==> config.mk <==
export PLATFORM = sky130hd
export DESIGN_NAME = ab_burst_sequencer_flat
export DESIGN_NICKNAME = d
export VERILOG_FILES = /design/src/rtl/ab_burst_sequencer_pkg.sv /design/src/rtl/ab_burst_sequencer_if.sv /design/src/rtl/ab_seq_cnt.sv /design/src/rtl/ab_burst_sequencer.sv /design/src/flat_wrapper.sv
export SDC_FILE = /design/constraint.sdc
export NUM_CORES = 1
export LEC_CHECK = 0
export ABC_AREA = 0
export BUFFER_PORTS_ARGS = -buffer_cell sky130_fd_sc_hd__buf_2
export CORE_ASPECT_RATIO = 1.5
export CORE_MARGIN = 4
export CORE_UTILIZATION = 33
export CTS_CLUSTER_SIZE = 16
export DETAILED_ROUTE_END_ITERATION = 8
export MAX_ROUTING_LAYER = met4
export PLACE_DENSITY = 0.55
export SLEW_MARGIN = 20
export SYNTH_ARGS = -nofsm -noshare
export SYNTH_HDL_FRONTEND = slang
export SYNTH_SLANG_ARGS = --single-unit
export TNS_END_PERCENT = 10
==> constraint.sdc <==
create_clock -name clk -period 2.7 [get_ports clk]
set_input_delay 0.135 -clock clk [delete_from_list [all_inputs] [get_ports clk]]
set_output_delay 0.135 -clock clk [all_outputs]
set_load 0.01 [all_outputs]
==> src/rtl/ab_burst_sequencer_pkg.sv <==
// Shared types and defaults for the A/B burst sequencer.
// Default timing constants are reused by the A/B assertion benches.
package ab_seq_pkg;

    typedef enum logic [1:0] {
        IDLE,
        RUN_A,
        RUN_AB,
        GAP
    } state_t;

    localparam int A_LEN_DEF   = 5;
    localparam int B_AFTER_DEF = 4;
    localparam int GAP_LEN_DEF = 2;

    // Width that holds the longest phase without wrapping.
    function automatic int cnt_w(input int a_len, input int gap_len);
        int m;
        m = (a_len > gap_len) ? a_len : gap_len;
        return $clog2(m + 1);
    endfunction

endpackage

==> src/rtl/ab_burst_sequencer_if.sv <==
// Control and A/B output bundle of the burst sequencer.
// master drives requests, slave is the sequencer itself.
interface ab_burst_sequencer_if #(
    parameter int BURST_W = 4
);
    logic               start;
    logic               abort;
    logic [BURST_W-1:0] n_bursts;
    logic               a_out;
    logic               b_out;
    logic               busy;
    logic               done;
    logic               aborted;
    logic [BURST_W-1:0] burst_idx;

    modport master (
        output start, abort, n_bursts,
        input  a_out, b_out, busy, done, aborted, burst_idx
    );

    modport slave (
        input  start, abort, n_bursts,
        output a_out, b_out, busy, done, aborted, burst_idx
    );
endinterface

==> src/rtl/ab_seq_cnt.sv <==
// Loadable down-counter with zero flag.
// Saturates at zero so it can never wrap.
module ab_seq_cnt #(
    parameter int W = 4
) (
    input  logic         clk,
    input  logic         rst_n,
    input  logic         load,
    input  logic [W-1:0] load_val,
    input  logic         dec,
    output logic         zero
);
    logic [W-1:0] cnt;

    // Load has priority; decrement stops at zero.
    always_ff @(posedge clk or negedge rst_n) begin
        if (!rst_n) begin
            cnt <= '0;
        end else if (load) begin
            cnt <= load_val;
        end else if (dec && cnt != '0) begin
            cnt <= cnt - W'(1);
        end
    end

    assign zero = (cnt == '0);
endmodule

==> src/rtl/ab_burst_sequencer.sv <==
// A/B burst sequencer: A for A_LEN cycles, B joins after B_AFTER,
// then a GAP_LEN idle gap; repeated for the latched burst count.
module ab_burst_sequencer
    import ab_seq_pkg::*;
#(
    parameter int A_LEN   = A_LEN_DEF,
    parameter int B_AFTER = B_AFTER_DEF,
    parameter int GAP_LEN = GAP_LEN_DEF,
    parameter int BURST_W = 4
) (
    input logic                clk,
    input logic                rst_n,
    ab_burst_sequencer_if.slave bus
);
    localparam int CW = cnt_w(A_LEN, GAP_LEN);
    localparam logic [CW-1:0] RA_LD  = CW'(B_AFTER - 1);
    localparam logic [CW-1:0] RAB_LD = CW'(A_LEN - B_AFTER - 1);
    localparam logic [CW-1:0] GAP_LD = CW'(GAP_LEN - 1);

    if (A_LEN < 2 || A_LEN > 255) begin : g_bad_alen
        $error("A_LEN out of range 2..255");
    end
    if (B_AFTER < 1 || B_AFTER >= A_LEN) begin : g_bad_bafter
        $error("B_AFTER out of range 1..A_LEN-1");
    end
    if (GAP_LEN < 1 || GAP_LEN > 255) begin : g_bad_gap
        $error("GAP_LEN out of range 1..255");
    end

    state_t             state, state_n;
    logic               ab_flag, ab_flag_n;
    logic               cyc_load, cyc_zero;
    logic [CW-1:0]      cyc_val;
    logic               bst_load, bst_dec, bst_zero;
    logic [BURST_W-1:0] bst_val;
    logic               done_n, abp_n;
    logic               idx_clr, idx_inc;

    ab_seq_cnt #(.W(CW)) u_cyc (
        .clk      (clk),
        .rst_n    (rst_n),
        .load     (cyc_load),
        .load_val (cyc_val),
        .dec      (1'b1),
        .zero     (cyc_zero)
    );

    ab_seq_cnt #(.W(BURST_W)) u_bst (
        .clk      (clk),
        .rst_n    (rst_n),
        .load     (bst_load),
        .load_val (bst_val),
        .dec      (bst_dec),
        .zero     (bst_zero)
    );

    // State and sticky abort flag.
    always_ff @(posedge clk or negedge rst_n) begin
        if (!rst_n) begin
            state   <= IDLE;
            ab_flag <= 1'b0;
        end else begin
            state   <= state_n;
            ab_flag <= ab_flag_n;
        end
    end

    // Next state, counter reloads and pulse requests.
    always_comb begin
        state_n   = state;
        ab_flag_n = ab_flag;
        cyc_load  = 1'b0;
        cyc_val   = '0;
        bst_load  = 1'b0;
        bst_dec   = 1'b0;
        bst_val   = (bus.n_bursts == '0) ? '0 : bus.n_bursts - BURST_W'(1);
        done_n    = 1'b0;
        abp_n     = 1'b0;
        idx_clr   = 1'b0;
        idx_inc   = 1'b0;
        unique case (state)
            IDLE: begin
                ab_flag_n = 1'b0;
                if (bus.start && !bus.abort) begin
                    state_n  = RUN_A;
                    cyc_load = 1'b1;
                    cyc_val  = RA_LD;
                    bst_load = 1'b1;
                    idx_clr  = 1'b1;
                end
            end
            RUN_A, RUN_AB: begin
                if (bus.abort) begin
                    state_n   = GAP;
                    cyc_load  = 1'b1;
                    cyc_val   = GAP_LD;
                    ab_flag_n = 1'b1;
                    abp_n     = 1'b1;
                end else if (cyc_zero) begin
                    cyc_load = 1'b1;
                    if (state == RUN_A) begin
                        state_n = RUN_AB;
                        cyc_val = RAB_LD;
                    end else begin
                        state_n = GAP;
                        cyc_val = GAP_LD;
                    end
                end
            end
            GAP: begin
                if (bus.abort && !ab_flag) begin
                    ab_flag_n = 1'b1;
                    abp_n     = 1'b1;
                end
                if (cyc_zero) begin
                    if (ab_flag || bus.abort) begin
                        state_n = IDLE;
                    end else if (bst_zero) begin
                        state_n = IDLE;
                        done_n  = 1'b1;
                    end else begin
                        state_n  = RUN_A;
                        cyc_load = 1'b1;
                        cyc_val  = RA_LD;
                        bst_dec  = 1'b1;
                        idx_inc  = 1'b1;
                    end
                end
            end
        endcase
    end

    // Registered outputs derived from the next state.
    always_ff @(posedge clk or negedge rst_n) begin
        if (!rst_n) begin
            bus.a_out     <= 1'b0;
            bus.b_out     <= 1'b0;
            bus.busy      <= 1'b0;
            bus.done      <= 1'b0;
            bus.aborted   <= 1'b0;
            bus.burst_idx <= '0;
        end else begin
            bus.a_out   <= (state_n == RUN_A) || (state_n == RUN_AB);
            bus.b_out   <= (state_n == RUN_AB);
            bus.busy    <= (state_n != IDLE);
            bus.done    <= done_n;
            bus.aborted <= abp_n;
            if (idx_clr) begin
                bus.burst_idx <= '0;
            end else if (idx_inc) begin
                bus.burst_idx <= bus.burst_idx + BURST_W'(1);
            end
        end
    end
endmodule

==> src/flat_wrapper.sv <==
// flat-port wrapper written by rule: the top's interface ports become plain ports
module ab_burst_sequencer_flat import ab_seq_pkg::*;
#(
    parameter int A_LEN   = A_LEN_DEF,
    parameter int B_AFTER = B_AFTER_DEF,
    parameter int GAP_LEN = GAP_LEN_DEF,
    parameter int BURST_W = 4
)
  (clk, rst_n, bus_start, bus_abort, bus_n_bursts, bus_a_out, bus_b_out, bus_busy, bus_done, bus_aborted, bus_burst_idx);
  ab_burst_sequencer_if #(.BURST_W(BURST_W)) bus_i ();
  input logic clk;
  input logic rst_n;
  input wire logic [$bits(bus_i.start)-1:0] bus_start;
  input wire logic [$bits(bus_i.abort)-1:0] bus_abort;
  input wire logic [$bits(bus_i.n_bursts)-1:0] bus_n_bursts;
  output wire logic [$bits(bus_i.a_out)-1:0] bus_a_out;
  output wire logic [$bits(bus_i.b_out)-1:0] bus_b_out;
  output wire logic [$bits(bus_i.busy)-1:0] bus_busy;
  output wire logic [$bits(bus_i.done)-1:0] bus_done;
  output wire logic [$bits(bus_i.aborted)-1:0] bus_aborted;
  output wire logic [$bits(bus_i.burst_idx)-1:0] bus_burst_idx;
  assign bus_i.start = bus_start;
  assign bus_i.abort = bus_abort;
  assign bus_i.n_bursts = bus_n_bursts;
  assign bus_a_out = bus_i.a_out;
  assign bus_b_out = bus_i.b_out;
  assign bus_busy = bus_i.busy;
  assign bus_done = bus_i.done;
  assign bus_aborted = bus_i.aborted;
  assign bus_burst_idx = bus_i.burst_idx;
  ab_burst_sequencer #(.A_LEN(A_LEN), .B_AFTER(B_AFTER), .GAP_LEN(GAP_LEN), .BURST_W(BURST_W)) u_core (.clk(clk), .rst_n(rst_n), .bus(bus_i));
endmodule
==> impl_metrics.prom, run 1 <==
# TYPE chip_impl_metric gauge
chip_impl_metric{name="first_pass_grt_wire_length",unit="mm"} 4.278
chip_impl_metric{name="ys_seq_area_share",unit="%"} 40.99
chip_impl_info{name="cell_with_the_largest_stage_delay_on_the_worst_path",value="sky130_fd_sc_hd__or3_4"} 1
chip_impl_metric{name="drc",unit=""} 0
chip_impl_metric{name="yosys_register_bits",unit=""} 19
chip_impl_metric{name="placementRows",unit=""} 26
chip_impl_info{name="synth_top_cells_by_area",value="sky130_fd_sc_hd__dfrtp_1 41%, sky130_fd_sc_hd__ha_1 11%, sky130_fd_sc_hd__xnor2_1 4.5%, sky130_fd_sc_hd__inv_1 3.6%, sky130_fd_sc_hd__a21oi_1 3.5%"} 1
chip_impl_metric{name="routed_wl",unit="mm"} 2.524
chip_impl_info{name="cell_seen_most_often_among_critical_path_stages",value="sky130_fd_sc_hd__ha_1"} 1
chip_impl_metric{name="tightestPinTransition",unit="ns"} 0.6595
chip_impl_metric{name="worstPathMaxFanout",unit=""} 7
chip_impl_metric{name="grt_antenna_before_repair",unit=""} 0
chip_impl_metric{name="setup_viol",unit=""} 0
chip_impl_metric{name="asyncSetResetFlopFracSynth",unit="%"} 100.0
chip_impl_metric{name="synth.distinct_cells",unit=""} 32
chip_impl_metric{name="maxCapViolCount",unit=""} 0
chip_impl_metric{name="synth_top_area_share",unit="%"} 40.99
chip_impl_metric{name="worst-endpoint-arrival",unit="ns"} 2.36
chip_impl_info{name="yosysTopAreaCell",value="sky130_fd_sc_hd__dfrtp_1"} 1
chip_impl_metric{name="synth-edff-count",unit=""} 0
chip_impl_metric{name="insertion_delay",unit="ns"} 0.25
chip_impl_info{name="cp_cell_sequence",value="inv_1 -> ha_1 -> nand4bb_4 -> or3_4 -> o211a_1 -> and2_1 -> ha_1"} 1
chip_impl_metric{name="critical-path-max-stage-delay",unit="ns"} 0.44
chip_impl_metric{name="max-clock-path-buffers",unit=""} 2
chip_impl_metric{name="floorplan.die_area",unit="sq mm"} 0.004547
chip_impl_metric{name="ios",unit=""} 17
chip_impl_metric{name="vias_per_cell",unit=""} 5.126
chip_impl_metric{name="cts_buffer_count",unit=""} 3
chip_impl_metric{name="timing.slew.headroom",unit="%"} 55.69
chip_impl_metric{name="cts.sinks",unit=""} 19
chip_impl_metric{name="fillCellCount",unit=""} 346
chip_impl_metric{name="cts-resized-gates",unit=""} 0
chip_impl_metric{name="achievable-frequency",unit="MHz"} 449.7
chip_impl_metric{name="hold_viol",unit=""} 0
chip_impl_info{name="commonest_cells_after_routing_fill_and_taps_aside",value="19 x sky130_fd_sc_hd__dfrtp_1, 16 x sky130_fd_sc_hd__buf_2, 11 x sky130_fd_sc_hd__inv_1"} 1
chip_impl_info{name="commonest_non_fill_non_tap_cell_in_the_layout",value="sky130_fd_sc_hd__dfrtp_1"} 1
chip_impl_metric{name="place.gp.congestion",unit=""} 0.8462
chip_impl_metric{name="place_ws",unit="ns"} 0.4903
chip_impl_metric{name="vias",unit=""} 933
chip_impl_metric{name="numPortBuffers",unit=""} 16
chip_impl_info{name="status",value="complete, no violations"} 1
chip_impl_metric{name="power-per-cell-area",unit="mW/mm^2"} 1072
chip_impl_info{name="critical_path_class",value="reg -> reg"} 1
chip_impl_metric{name="critPathBufInv",unit=""} 1
chip_impl_metric{name="postSynthNetCount",unit=""} 138
chip_impl_info{name="worst_setup_path_start_kind",value="register"} 1
chip_impl_metric{name="cts.reportedPaths.clkPinSlew",unit="ns"} 0.07
chip_impl_metric{name="wire_per_inst",unit="microns"} 13.87
chip_impl_metric{name="totalPowerFinal",unit="mW"} 1.444
chip_impl_metric{name="vdd_drop_max",unit="V"} 0.0006335
chip_impl_metric{name="post_synth.cell_area_avg",unit="sq um"} 9.666
chip_impl_metric{name="detailed_place_hpwl",unit="mm"} 1.991
chip_impl_info{name="cp_top_family",value="simple AND/OR/NAND/NOR gates"} 1
chip_impl_metric{name="synth-warning-count",unit=""} 0
chip_impl_metric{name="h-tree-depth",unit=""} 1
chip_impl_info{name="cts_root_buffer",value="sky130_fd_sc_hd__clkbuf_8"} 1
chip_impl_metric{name="postLayoutCellArea",unit="sq mm"} 0.001348
chip_impl_metric{name="final.setup.tns",unit="ns"} 0
chip_impl_metric{name="final_util",unit="%"} 39.83
chip_impl_metric{name="dpl-instance-area",unit="sq mm"} 0.001292
chip_impl_metric{name="chipWidth",unit="microns"} 56.41
chip_impl_info{name="worst_min_path_class",value="in -> reg"} 1
chip_impl_metric{name="placeableCoreArea",unit="sq mm"} 0.003383
chip_impl_metric{name="layout-drive-gt1-share",unit="%"} 17.14
chip_impl_metric{name="dr.pass1.iters",unit=""} 4
chip_impl_metric{name="post_synth_inst_count",unit=""} 120
chip_impl_metric{name="grt_pass1_vias",unit=""} 985
chip_impl_info{name="worst_setup_path_end_kind",value="register"} 1
chip_impl_info{name="cts_tree",value="done"} 1
chip_impl_metric{name="grtUsageTotal",unit="%"} 12.16
chip_impl_metric{name="layout_nets",unit=""} 159
chip_impl_metric{name="period_share",unit="%"} 82.36
chip_impl_metric{name="grt_overflow",unit=""} 0
chip_impl_metric{name="finalClockSkew",unit="ns"} 0.005839
chip_impl_info{name="rsz0062_at_grt",value="false"} 1
chip_impl_info{name="ys.flop_type",value="sky130_fd_sc_hd__dfrtp_1"} 1
chip_impl_metric{name="dr.first_iter.drc_count",unit=""} 17
chip_impl_metric{name="initial_utilization",unit="%"} 34.28
chip_impl_metric{name="static-leakage-power",unit="nW"} 0.6337
chip_impl_metric{name="slew_violations",unit=""} 0
chip_impl_metric{name="ant_diodes",unit=""} 0
chip_impl_metric{name="syn_to_final_growth",unit="%"} 16.18
chip_impl_metric{name="postLayoutSetupSlackWorst",unit="ns"} 0.4762
chip_impl_metric{name="netlist_area",unit="sq mm"} 0.001160
chip_impl_metric{name="dieHeight",unit="microns"} 80.61
chip_impl_metric{name="drtAntennaViolNets",unit=""} 0
chip_impl_metric{name="post-route-min-period",unit="ns"} 2.224
chip_impl_metric{name="grt_max_degree",unit=""} 20
chip_impl_metric{name="worstPathRequired",unit="ns"} 2.83
area by class of cell:
cell class                 instances  area [sq um]  area share, %
clock buffer                       4         45.04          3.343
inverter                          11         41.29          3.064
multi-input combinational         88         635.6          47.17
sequential                        19         475.5          35.28
tap                               42         52.55          3.900
timing repair buffer              18         97.59          7.242
sequential cells by signal (all words and copies together) (netlist names):
| name | cells |
|---|---|
| u_core.state | 2 |
| u_core.u_bst.cnt | 4 |
| u_core.u_cyc.cnt | 3 |
| u_core.bus.aborted | 1 |
| u_core.bus.done | 1 |
| u_core.bus.b_out | 1 |
| u_core.ab_flag | 1 |
| u_core.bus.a_out | 1 |
| u_core.bus.burst_idx | 4 |
| u_core.bus.busy | 1 |
metal layers:
layer / wire, microns / track usage, % / up-vias
met1: 1006 / 12.62 / 449
li1: - / - / 459
met3: 57 / 1.125 / 4
met5: 0 / - / -
met4: 46 / 4.988 / 0
met2: 1413 / 23.19 / 21
logic make-up after synthesis:
logic type,count (synthesis),share of synthesized area (%)
AO/OA/AOI/OAI,26,14.35
XOR/XNOR,6,4.531
adder cells (fa/ha/maj),10,10.79
buffers and inverters,13,4.207
flip-flops,19,40.99
multiplexers,3,3.020
AND/OR/NAND/NOR,43,22.11
cell usage after synthesis (all sizes together) (3+ instances only):
master / number
o21ai: 6
ha: 10
or3: 3
dfrtp: 19
nor2: 10
inv: 11
nand2: 6
nor2b: 4
nor3b: 4
a21oi: 9
xnor2: 6
nor3: 6
timing repair:
item | CTS | global route
hold buffers | 1 | 0
setup buffers | 0 | 0
endpoints found under the hold margin | 19 | 0
final timing paths:
check                      cells past startpoint                             endpoint                                 from  slack [ns]
hold / removal                                 3      u_core.u_bst.cnt[3]$_DFFE_PN0P_                      bus_n_bursts[3]        0.22
setup reg to reg                               7           u_core.bus.a_out$_DFF_PN0_      u_core.u_cyc.cnt[0]$_DFFE_PN0P_        0.48
setup / recovery                               7           u_core.bus.a_out$_DFF_PN0_      u_core.u_cyc.cnt[0]$_DFFE_PN0P_        0.48
min in group asynchronous                      2      u_core.u_bst.cnt[2]$_DFFE_PN0P_                                rst_n        0.35
hold reg to reg                                2  u_core.bus.burst_idx[3]$_DFFE_PN0P_  u_core.bus.burst_idx[3]$_DFFE_PN0P_        0.55
max in group asynchronous                      2            u_core.state[1]$_DFF_PN0_                                rst_n        2.04
through the flow:
stage / hold slack [ns] / cells
4_1_cts: 0.2197 / 182
3_3_place_gp: 0.09497 / 177
6_report: 0.2220 / 182
5_1_grt: 0.2446 / 182
2_1_floorplan: -0.1606 / 120
3_5_place_dp: 0.1037 / 177
where the power goes:
group | total, mW | internal [mW] | switching, mW
Combinational | 0.773 | 0.339 | 0.434
Sequential | 0.475 | 0.400 | 0.0757
Clock | 0.196 | 0.105 | 0.0910
Total | 1.44 | 0.844 | 0.600
worst min-delay path, stage by stage:
cell	delay, ns
sky130_fd_sc_hd__buf_2	0.12
sky130_fd_sc_hd__o311ai_0	0.10
sky130_fd_sc_hd__o21ai_0	0.08
(Power assumes the default switching activity.)
==> run 2: changes to the inputs <==
Settings changed: PLACE_DENSITY 0.55 to 0.57.
Clock period 2.7 ns to 1.9 ns, I/O delays scaled along.
==> run 2 against run 1 <==
  * Via count up 3.3%
  * Worst setup slack lost 0.44 ns
  * Flip-flop and latch count did not move
  * Hold slack lost 0.063 ns
  * Sequential share of layout area shrank 2.9 points
  * Die area did not move
  * Non-clock buffer count up 11
  * Count of clock-buffer cells in the layout unchanged
  * Routed wire length grew 8.1%
  * Critical endpoint unchanged
==> impl_metrics.prom, run 2 (synthesis gave the netlist of run 1 again) <==
# TYPE chip_impl_metric gauge
chip_impl_metric{name="hold_viol",unit=""} 0
chip_impl_metric{name="layout_nets",unit=""} 170
chip_impl_info{name="r2r_start",value="u_core.state[1]$_DFF_PN0_"} 1
chip_impl_info{name="commonest_non_fill_non_tap_cell_in_the_layout",value="sky130_fd_sc_hd__dfrtp_1"} 1
chip_impl_metric{name="final.setup.tns",unit="ns"} 0
chip_impl_info{name="worst_min_path_class",value="in -> reg"} 1
chip_impl_metric{name="post-route-min-period",unit="ns"} 1.862
chip_impl_metric{name="dieHeight",unit="microns"} 80.61
chip_impl_metric{name="insertion_delay",unit="ns"} 0.26
chip_impl_metric{name="cts_buffer_count",unit=""} 3
chip_impl_metric{name="grt_max_degree",unit=""} 20
chip_impl_info{name="largest_registers",value="u_core.bus.burst_idx: 4 flops, u_core.u_bst.cnt: 4 flops, u_core.u_cyc.cnt: 3 flops"} 1
chip_impl_metric{name="initial_utilization",unit="%"} 34.28
chip_impl_info{name="hold_path.startpoint",value="bus_n_bursts[3]"} 1
chip_impl_info{name="setup.worst_path.start",value="u_core.state[1]$_DFF_PN0_"} 1
chip_impl_metric{name="max-clock-path-buffers",unit=""} 2
chip_impl_metric{name="worst-endpoint-arrival",unit="ns"} 2.02
chip_impl_info{name="cell_with_the_largest_stage_delay_on_the_worst_path",value="sky130_fd_sc_hd__dfrtp_1"} 1
chip_impl_metric{name="finalClockSkew",unit="ns"} 0.002143
chip_impl_info{name="status",value="complete, no violations"} 1
chip_impl_metric{name="cts.sinks",unit=""} 19
chip_impl_metric{name="critical-path-max-stage-delay",unit="ns"} 0.40
chip_impl_metric{name="chipWidth",unit="microns"} 56.41
chip_impl_metric{name="power-per-cell-area",unit="mW/mm^2"} 1586
chip_impl_metric{name="tightestPinTransition",unit="ns"} 0.5464
chip_impl_metric{name="ios",unit=""} 17
chip_impl_metric{name="part_of_the_power_in_the_clock_network",unit="%"} 12.5
chip_impl_metric{name="vdd_drop_max",unit="V"} 0.0007688
chip_impl_metric{name="ant_diodes",unit=""} 0
chip_impl_metric{name="numPortBuffers",unit=""} 16
chip_impl_info{name="critical_path_class",value="reg -> reg"} 1
chip_impl_metric{name="fillCellCount",unit=""} 346
chip_impl_info{name="worst_setup_path_start_kind",value="register"} 1
chip_impl_metric{name="combinationalPowerShare",unit="%"} 58.1
chip_impl_metric{name="worstPathRequired",unit="ns"} 2.06
chip_impl_metric{name="floorplan.die_area",unit="sq mm"} 0.004547
chip_impl_metric{name="dr.pass1.iters",unit=""} 3
chip_impl_metric{name="static-leakage-power",unit="nW"} 0.6888
chip_impl_metric{name="finalHoldWorstSlack",unit="ns"} 0.1594
chip_impl_metric{name="totalPowerFinal",unit="mW"} 2.327
chip_impl_metric{name="cts.reportedPaths.clkPinSlew",unit="ns"} 0.07
chip_impl_metric{name="final_util",unit="%"} 43.38
chip_impl_metric{name="dr.first_iter.drc_count",unit=""} 9
chip_impl_metric{name="p_sw_share",unit="%"} 40.45
chip_impl_metric{name="layout-drive-gt1-share",unit="%"} 28.48
chip_impl_metric{name="drc",unit=""} 0
chip_impl_metric{name="placementRows",unit=""} 26
chip_impl_metric{name="net_switching_power_figure",unit="uW"} 941.5
chip_impl_metric{name="period_share",unit="%"} 97.99
chip_impl_metric{name="grtUsageTotal",unit="%"} 14.00
chip_impl_metric{name="first_pass_grt_wire_length",unit="mm"} 4.595
chip_impl_metric{name="drtAntennaViolNets",unit=""} 0
chip_impl_metric{name="wire_per_inst",unit="microns"} 14.14
chip_impl_metric{name="place.gp.congestion",unit=""} 0.8540
chip_impl_metric{name="syn_to_final_growth",unit="%"} 26.54
chip_impl_metric{name="worstPathMaxFanout",unit=""} 4
chip_impl_metric{name="vias_per_cell",unit=""} 4.995
chip_impl_metric{name="placeableCoreArea",unit="sq mm"} 0.003383
chip_impl_metric{name="detailed_place_hpwl",unit="mm"} 2.163
chip_impl_info{name="worst_setup_path_end_kind",value="register"} 1
chip_impl_metric{name="grt_overflow",unit=""} 0
chip_impl_metric{name="h-tree-depth",unit=""} 1
chip_impl_metric{name="timing.slew.headroom",unit="%"} 63.50
chip_impl_metric{name="achievable-frequency",unit="MHz"} 537.1
chip_impl_info{name="rsz0062_at_grt",value="true"} 1
chip_impl_metric{name="power.sequential.fraction",unit="%"} 29.3
chip_impl_info{name="cts_tree",value="done"} 1
chip_impl_metric{name="vias",unit=""} 964
chip_impl_info{name="commonest_cells_after_routing_fill_and_taps_aside",value="19 x sky130_fd_sc_hd__dfrtp_1, 16 x sky130_fd_sc_hd__buf_2, 12 x sky130_fd_sc_hd__buf_4"} 1
chip_impl_metric{name="power.internal",unit="mW"} 1.386
chip_impl_metric{name="slew_violations",unit=""} 0
chip_impl_metric{name="maxCapViolCount",unit=""} 0
chip_impl_info{name="cp_cell_sequence",value="ha_2 -> nand4bb_4 -> or3_4 -> o211a_1 -> and2_4 -> ha_4"} 1
chip_impl_info{name="cts_root_buffer",value="sky130_fd_sc_hd__clkbuf_8"} 1
chip_impl_metric{name="setup_viol",unit=""} 0
chip_impl_metric{name="grt_pass1_vias",unit=""} 1009
chip_impl_metric{name="grt_antenna_before_repair",unit=""} 0
chip_impl_metric{name="routed_wl",unit="mm"} 2.729
run 2: area by class of cell:
type,instances,area [sq um],share of cell area (%)
clock buffer,4,45.04,3.069
inverter,11,41.29,2.813
multi-input combinational,88,673.1,45.87
sequential,19,475.5,32.40
tap,42,52.55,3.581
timing repair buffer,29,180.2,12.28
run 2: power by group through the flow:
stage | combinational, mW | sequential [mW] | clock (mW)
after global routing | 1.53 | 0.704 | 0.321
after detailed placement | 1.36 | 0.686 | 0
after CTS | 1.37 | 0.678 | 0.297
final | 1.35 | 0.683 | 0.291
after global placement | 1.33 | 0.677 | 0
after floorplan | 0.880 | 0.691 | 0
run 2: path summary, 6_finish.rpt:
check | end | slack (ns) | cells after the start
worst max-delay path | u_core.bus.a_out$_DFF_PN0_ | 0.04 | 6
worst min-delay path | u_core.u_bst.cnt[3]$_DFFE_PN0P_ | 0.16 | 3
worst max register to register | u_core.bus.a_out$_DFF_PN0_ | 0.04 | 6
worst min register to register | u_core.u_cyc.cnt[1]$_DFFE_PN0P_ | 0.57 | 2
max in group asynchronous | u_core.u_bst.cnt[3]$_DFFE_PN0P_ | 1.29 | 2
min in group asynchronous | u_core.bus.busy$_DFF_PN0_ | 0.30 | 2
run 2: critical path, delay by kind of cell (launching register included):
| kind | cells | cell delay [ns] |
|---|---|---|
| adders and majority gates | 2 | 0.43 |
| DFF | 1 | 0.40 |
| AOI/OAI and AO/OA | 1 | 0.25 |
| and+or+nand+nor | 3 | 0.68 |
run 2: through the flow:
step,setup WS [ns],cell area (sq um),cells
final,0.03828,1468,193
after floorplan,-0.01616,1190,120
after global routing,-0.04124,1468,193
after detailed placement,0.04228,1405,188
after global placement,0.06429,1405,188
after CTS,0.02995,1460,193
run 2: layer usage:
| metal | share of wire (%) | wire, microns | GRT usage [%] |
|---|---|---|---|
| met3 | 3.6 | 97 | 2.412 |
| met5 | 0 | 0 | - |
| met1 | 39 | 1063 | 13.85 |
| met2 | 53 | 1458 | 24.59 |
| met4 | 4.0 | 109 | 9.976 |
run 2: repair_timing:
| item | in CTS | in global routing |
|---|---|---|
| setup endpoints to repair | 0 | 8 |
| resized for setup | 0 | 2 |
| hold buffers | 1 | 0 |
| setup buffers | 0 | 0 |
| hold endpoints to repair | 19 | 0 |
==> run 3: changes to the inputs <==
Settings changed: CORE_UTILIZATION 33 to 40, PLACE_DENSITY 0.57 to 0.66.
==> run 3 against run 2 <==
  * Global-route usage rose by 2.4 points
  * Worst setup slack better by 0.036 ns
  * Critical path depth grew 1
  * Largest cell class unchanged
==> impl_metrics.prom, run 3 (synthesis gave the netlist of run 1 again) <==
# TYPE chip_impl_metric gauge
chip_impl_info{name="status",value="complete, no violations"} 1
chip_impl_metric{name="numPortBuffers",unit=""} 16
chip_impl_metric{name="vdd_drop_max",unit="V"} 0.0008985
chip_impl_metric{name="detailed_place_hpwl",unit="mm"} 2.015
chip_impl_info{name="cts_tree",value="done"} 1
chip_impl_metric{name="grt_overflow",unit=""} 0
chip_impl_metric{name="tightestPinTransition",unit="ns"} 0.4346
chip_impl_metric{name="fillCellCount",unit=""} 246
chip_impl_metric{name="dr.pass1.iters",unit=""} 4
chip_impl_metric{name="h-tree-depth",unit=""} 1
chip_impl_metric{name="power-per-cell-area",unit="mW/mm^2"} 1603
chip_impl_metric{name="wire_per_inst",unit="microns"} 13.58
chip_impl_info{name="commonest_non_fill_non_tap_cell_in_the_layout",value="sky130_fd_sc_hd__dfrtp_1"} 1
chip_impl_metric{name="power.internal",unit="mW"} 1.502
chip_impl_metric{name="totalPowerFinal",unit="mW"} 2.497
chip_impl_metric{name="net_switching_power_figure",unit="uW"} 995.2
chip_impl_metric{name="insertion_delay",unit="ns"} 0.27
chip_impl_metric{name="worstPathMaxFanout",unit=""} 8
chip_impl_metric{name="max-clock-path-buffers",unit=""} 2
chip_impl_metric{name="final.setup.tns",unit="ns"} 0
chip_impl_metric{name="static-leakage-power",unit="nW"} 0.7265
chip_impl_metric{name="vias",unit=""} 1000
chip_impl_info{name="critical_path_class",value="reg -> reg"} 1
chip_impl_info{name="worst_setup_path_start_kind",value="register"} 1
chip_impl_metric{name="place.gp.congestion",unit=""} 0.9353
chip_impl_metric{name="period_share",unit="%"} 96.10
chip_impl_info{name="hold_path.startpoint",value="bus_n_bursts[3]"} 1
chip_impl_metric{name="placementRows",unit=""} 23
chip_impl_info{name="r2r_start",value="u_core.state[1]$_DFF_PN0_"} 1
chip_impl_metric{name="floorplan.die_area",unit="sq mm"} 0.003843
chip_impl_metric{name="finalClockSkew",unit="ns"} 0.009323
chip_impl_metric{name="setup_viol",unit=""} 0
chip_impl_metric{name="worst_reg_to_reg_setup_slack",unit="ns"} 0.07
chip_impl_metric{name="ant_diodes",unit=""} 0
chip_impl_metric{name="drtAntennaViolNets",unit=""} 0
chip_impl_metric{name="achievable-frequency",unit="MHz"} 547.7
chip_impl_metric{name="worstPathRequired",unit="ns"} 2.05
chip_impl_metric{name="reg2reg_depth",unit=""} 7
chip_impl_metric{name="layout-drive-gt1-share",unit="%"} 35.03
chip_impl_metric{name="chipWidth",unit="microns"} 51.97
chip_impl_metric{name="dr.first_iter.drc_count",unit=""} 39
chip_impl_metric{name="grt_max_degree",unit=""} 20
chip_impl_metric{name="grt_pass1_vias",unit=""} 1040
chip_impl_metric{name="post-route-min-period",unit="ns"} 1.826
chip_impl_metric{name="routed_wl",unit="mm"} 2.634
chip_impl_metric{name="cts.sinks",unit=""} 19
chip_impl_metric{name="vias_per_cell",unit=""} 5.155
chip_impl_metric{name="first_pass_grt_wire_length",unit="mm"} 4.595
chip_impl_metric{name="maxCapViolCount",unit=""} 0
chip_impl_metric{name="worst-endpoint-arrival",unit="ns"} 1.98
chip_impl_metric{name="hold_viol",unit=""} 0
chip_impl_metric{name="ios",unit=""} 17
chip_impl_metric{name="initial_utilization",unit="%"} 42.43
chip_impl_metric{name="place_ws",unit="ns"} -0.007653
chip_impl_metric{name="cts_buffer_count",unit=""} 3
chip_impl_info{name="worst_hold_path.endpoint",value="u_core.u_bst.cnt[3]$_DFFE_PN0P_"} 1
chip_impl_info{name="critical_path.reg2reg.endpoint",value="u_core.bus.a_out$_DFF_PN0_"} 1
chip_impl_metric{name="slew_violations",unit=""} 0
chip_impl_info{name="largest_registers",value="u_core.bus.burst_idx: 4 flops, u_core.u_bst.cnt: 4 flops, u_core.u_cyc.cnt: 3 flops"} 1
chip_impl_metric{name="dieHeight",unit="microns"} 73.95
chip_impl_info{name="cts_root_buffer",value="sky130_fd_sc_hd__clkbuf_8"} 1
chip_impl_metric{name="combinationalPowerShare",unit="%"} 60.8
chip_impl_metric{name="postLayoutSetupSlackWorst",unit="ns"} 0.07417
chip_impl_info{name="worst_setup_path_end_kind",value="register"} 1
chip_impl_metric{name="syn_to_final_growth",unit="%"} 34.30
chip_impl_metric{name="power.sequential.fraction",unit="%"} 27.7
chip_impl_metric{name="cts.reportedPaths.clkPinSlew",unit="ns"} 0.08
chip_impl_metric{name="grtUsageTotal",unit="%"} 16.39
chip_impl_metric{name="layout_nets",unit=""} 176
chip_impl_info{name="worst_min_path_class",value="in -> reg"} 1
chip_impl_metric{name="timing.slew.headroom",unit="%"} 71.03
chip_impl_metric{name="final_util",unit="%"} 56.98
chip_impl_metric{name="part_of_the_power_in_the_clock_network",unit="%"} 11.6
chip_impl_info{name="rsz0062_at_grt",value="false"} 1
chip_impl_info{name="commonest_cells_after_routing_fill_and_taps_aside",value="19 x sky130_fd_sc_hd__dfrtp_1, 18 x sky130_fd_sc_hd__buf_4, 16 x sky130_fd_sc_hd__buf_2"} 1
chip_impl_metric{name="placeableCoreArea",unit="sq mm"} 0.002734
chip_impl_metric{name="p_sw_share",unit="%"} 39.85
chip_impl_metric{name="hold_crit_depth",unit=""} 3
chip_impl_metric{name="grt_antenna_before_repair",unit=""} 0
chip_impl_metric{name="drc",unit=""} 0
-- run 3: final cells by class --
class	count	area, sq um	share of cell area, %
tap	37	46.29	2.972
sequential	19	475.5	30.52
multi-input combinational	88	723.2	46.43
clock buffer	3	41.29	2.651
clock inverter	1	5.005	0.3213
inverter	11	41.29	2.651
timing repair buffer	35	225.2	14.46
-- run 3: through the flow --
step	hold slack, ns	area, sq um	instances
after detailed placement	0.06309	1406	184
after CTS	0.1530	1470	190
after global routing	0.1770	1558	194
final	0.1445	1558	194
after floorplan	-0.2006	1190	120
after global placement	0.06280	1406	184
-- run 3: power groups by stage --
stage	logic, mW	registers [mW]	clock network [mW]
final	1.52	0.691	0.289
after global routing	1.72	0.714	0.305
after CTS	1.36	0.675	0.291
after detailed placement	1.33	0.682	0
after global placement	1.29	0.673	0
after floorplan	0.880	0.691	0
-- run 3: worst max-delay path by stage --
stage | to | cells after the start | from | slack [ns]
after detailed placement | u_core.bus.a_out$_DFF_PN0_ | 7 | u_core.u_cyc.cnt[1]$_DFFE_PN0P_ | -0.008
final | u_core.bus.a_out$_DFF_PN0_ | 7 | u_core.state[1]$_DFF_PN0_ | 0.07
after CTS | u_core.bus.a_out$_DFF_PN0_ | 7 | u_core.u_cyc.cnt[1]$_DFFE_PN0P_ | 0.02
after floorplan | u_core.bus.a_out$_DFF_PN0_ | 7 | u_core.u_cyc.cnt[0]$_DFFE_PN0P_ | -0.02
after global routing | u_core.bus.a_out$_DFF_PN0_ | 7 | u_core.u_bst.cnt[0]$_DFFE_PN0P_ | 0.003
after global placement | u_core.bus.a_out$_DFF_PN0_ | 7 | u_core.u_cyc.cnt[0]$_DFFE_PN0P_ | 0.05
-- run 3: critical path: stages, from the launching register on --
cell	delay, ns
sky130_fd_sc_hd__dfrtp_1	0.44
sky130_fd_sc_hd__inv_1	0.15
sky130_fd_sc_hd__ha_4	0.22
sky130_fd_sc_hd__or2b_1	0.23
sky130_fd_sc_hd__o22ai_2	0.14
sky130_fd_sc_hd__a21oi_1	0.11
sky130_fd_sc_hd__a21o_1	0.20
sky130_fd_sc_hd__ha_4	0.23
-- run 3: what timing repair did --
action | CTS | global route
endpoints found under the hold margin | 19 | 0
pin swaps | 1 | 6
resized for setup | 0 | 11
setup buffers | 1 | 4
hold buffers | 1 | 0
setup endpoints to repair | 2 | 3
-- run 3: per-layer routing --
layer | vias to the layer above | GRT usage [%] | routed length (microns)
met5 | - | - | 0
met4 | 0 | 8.455 | 83
met3 | 6 | 2.204 | 110
met2 | 21 | 29.51 | 1424
met1 | 477 | 16.92 | 1015
li1 | 496 | - | -
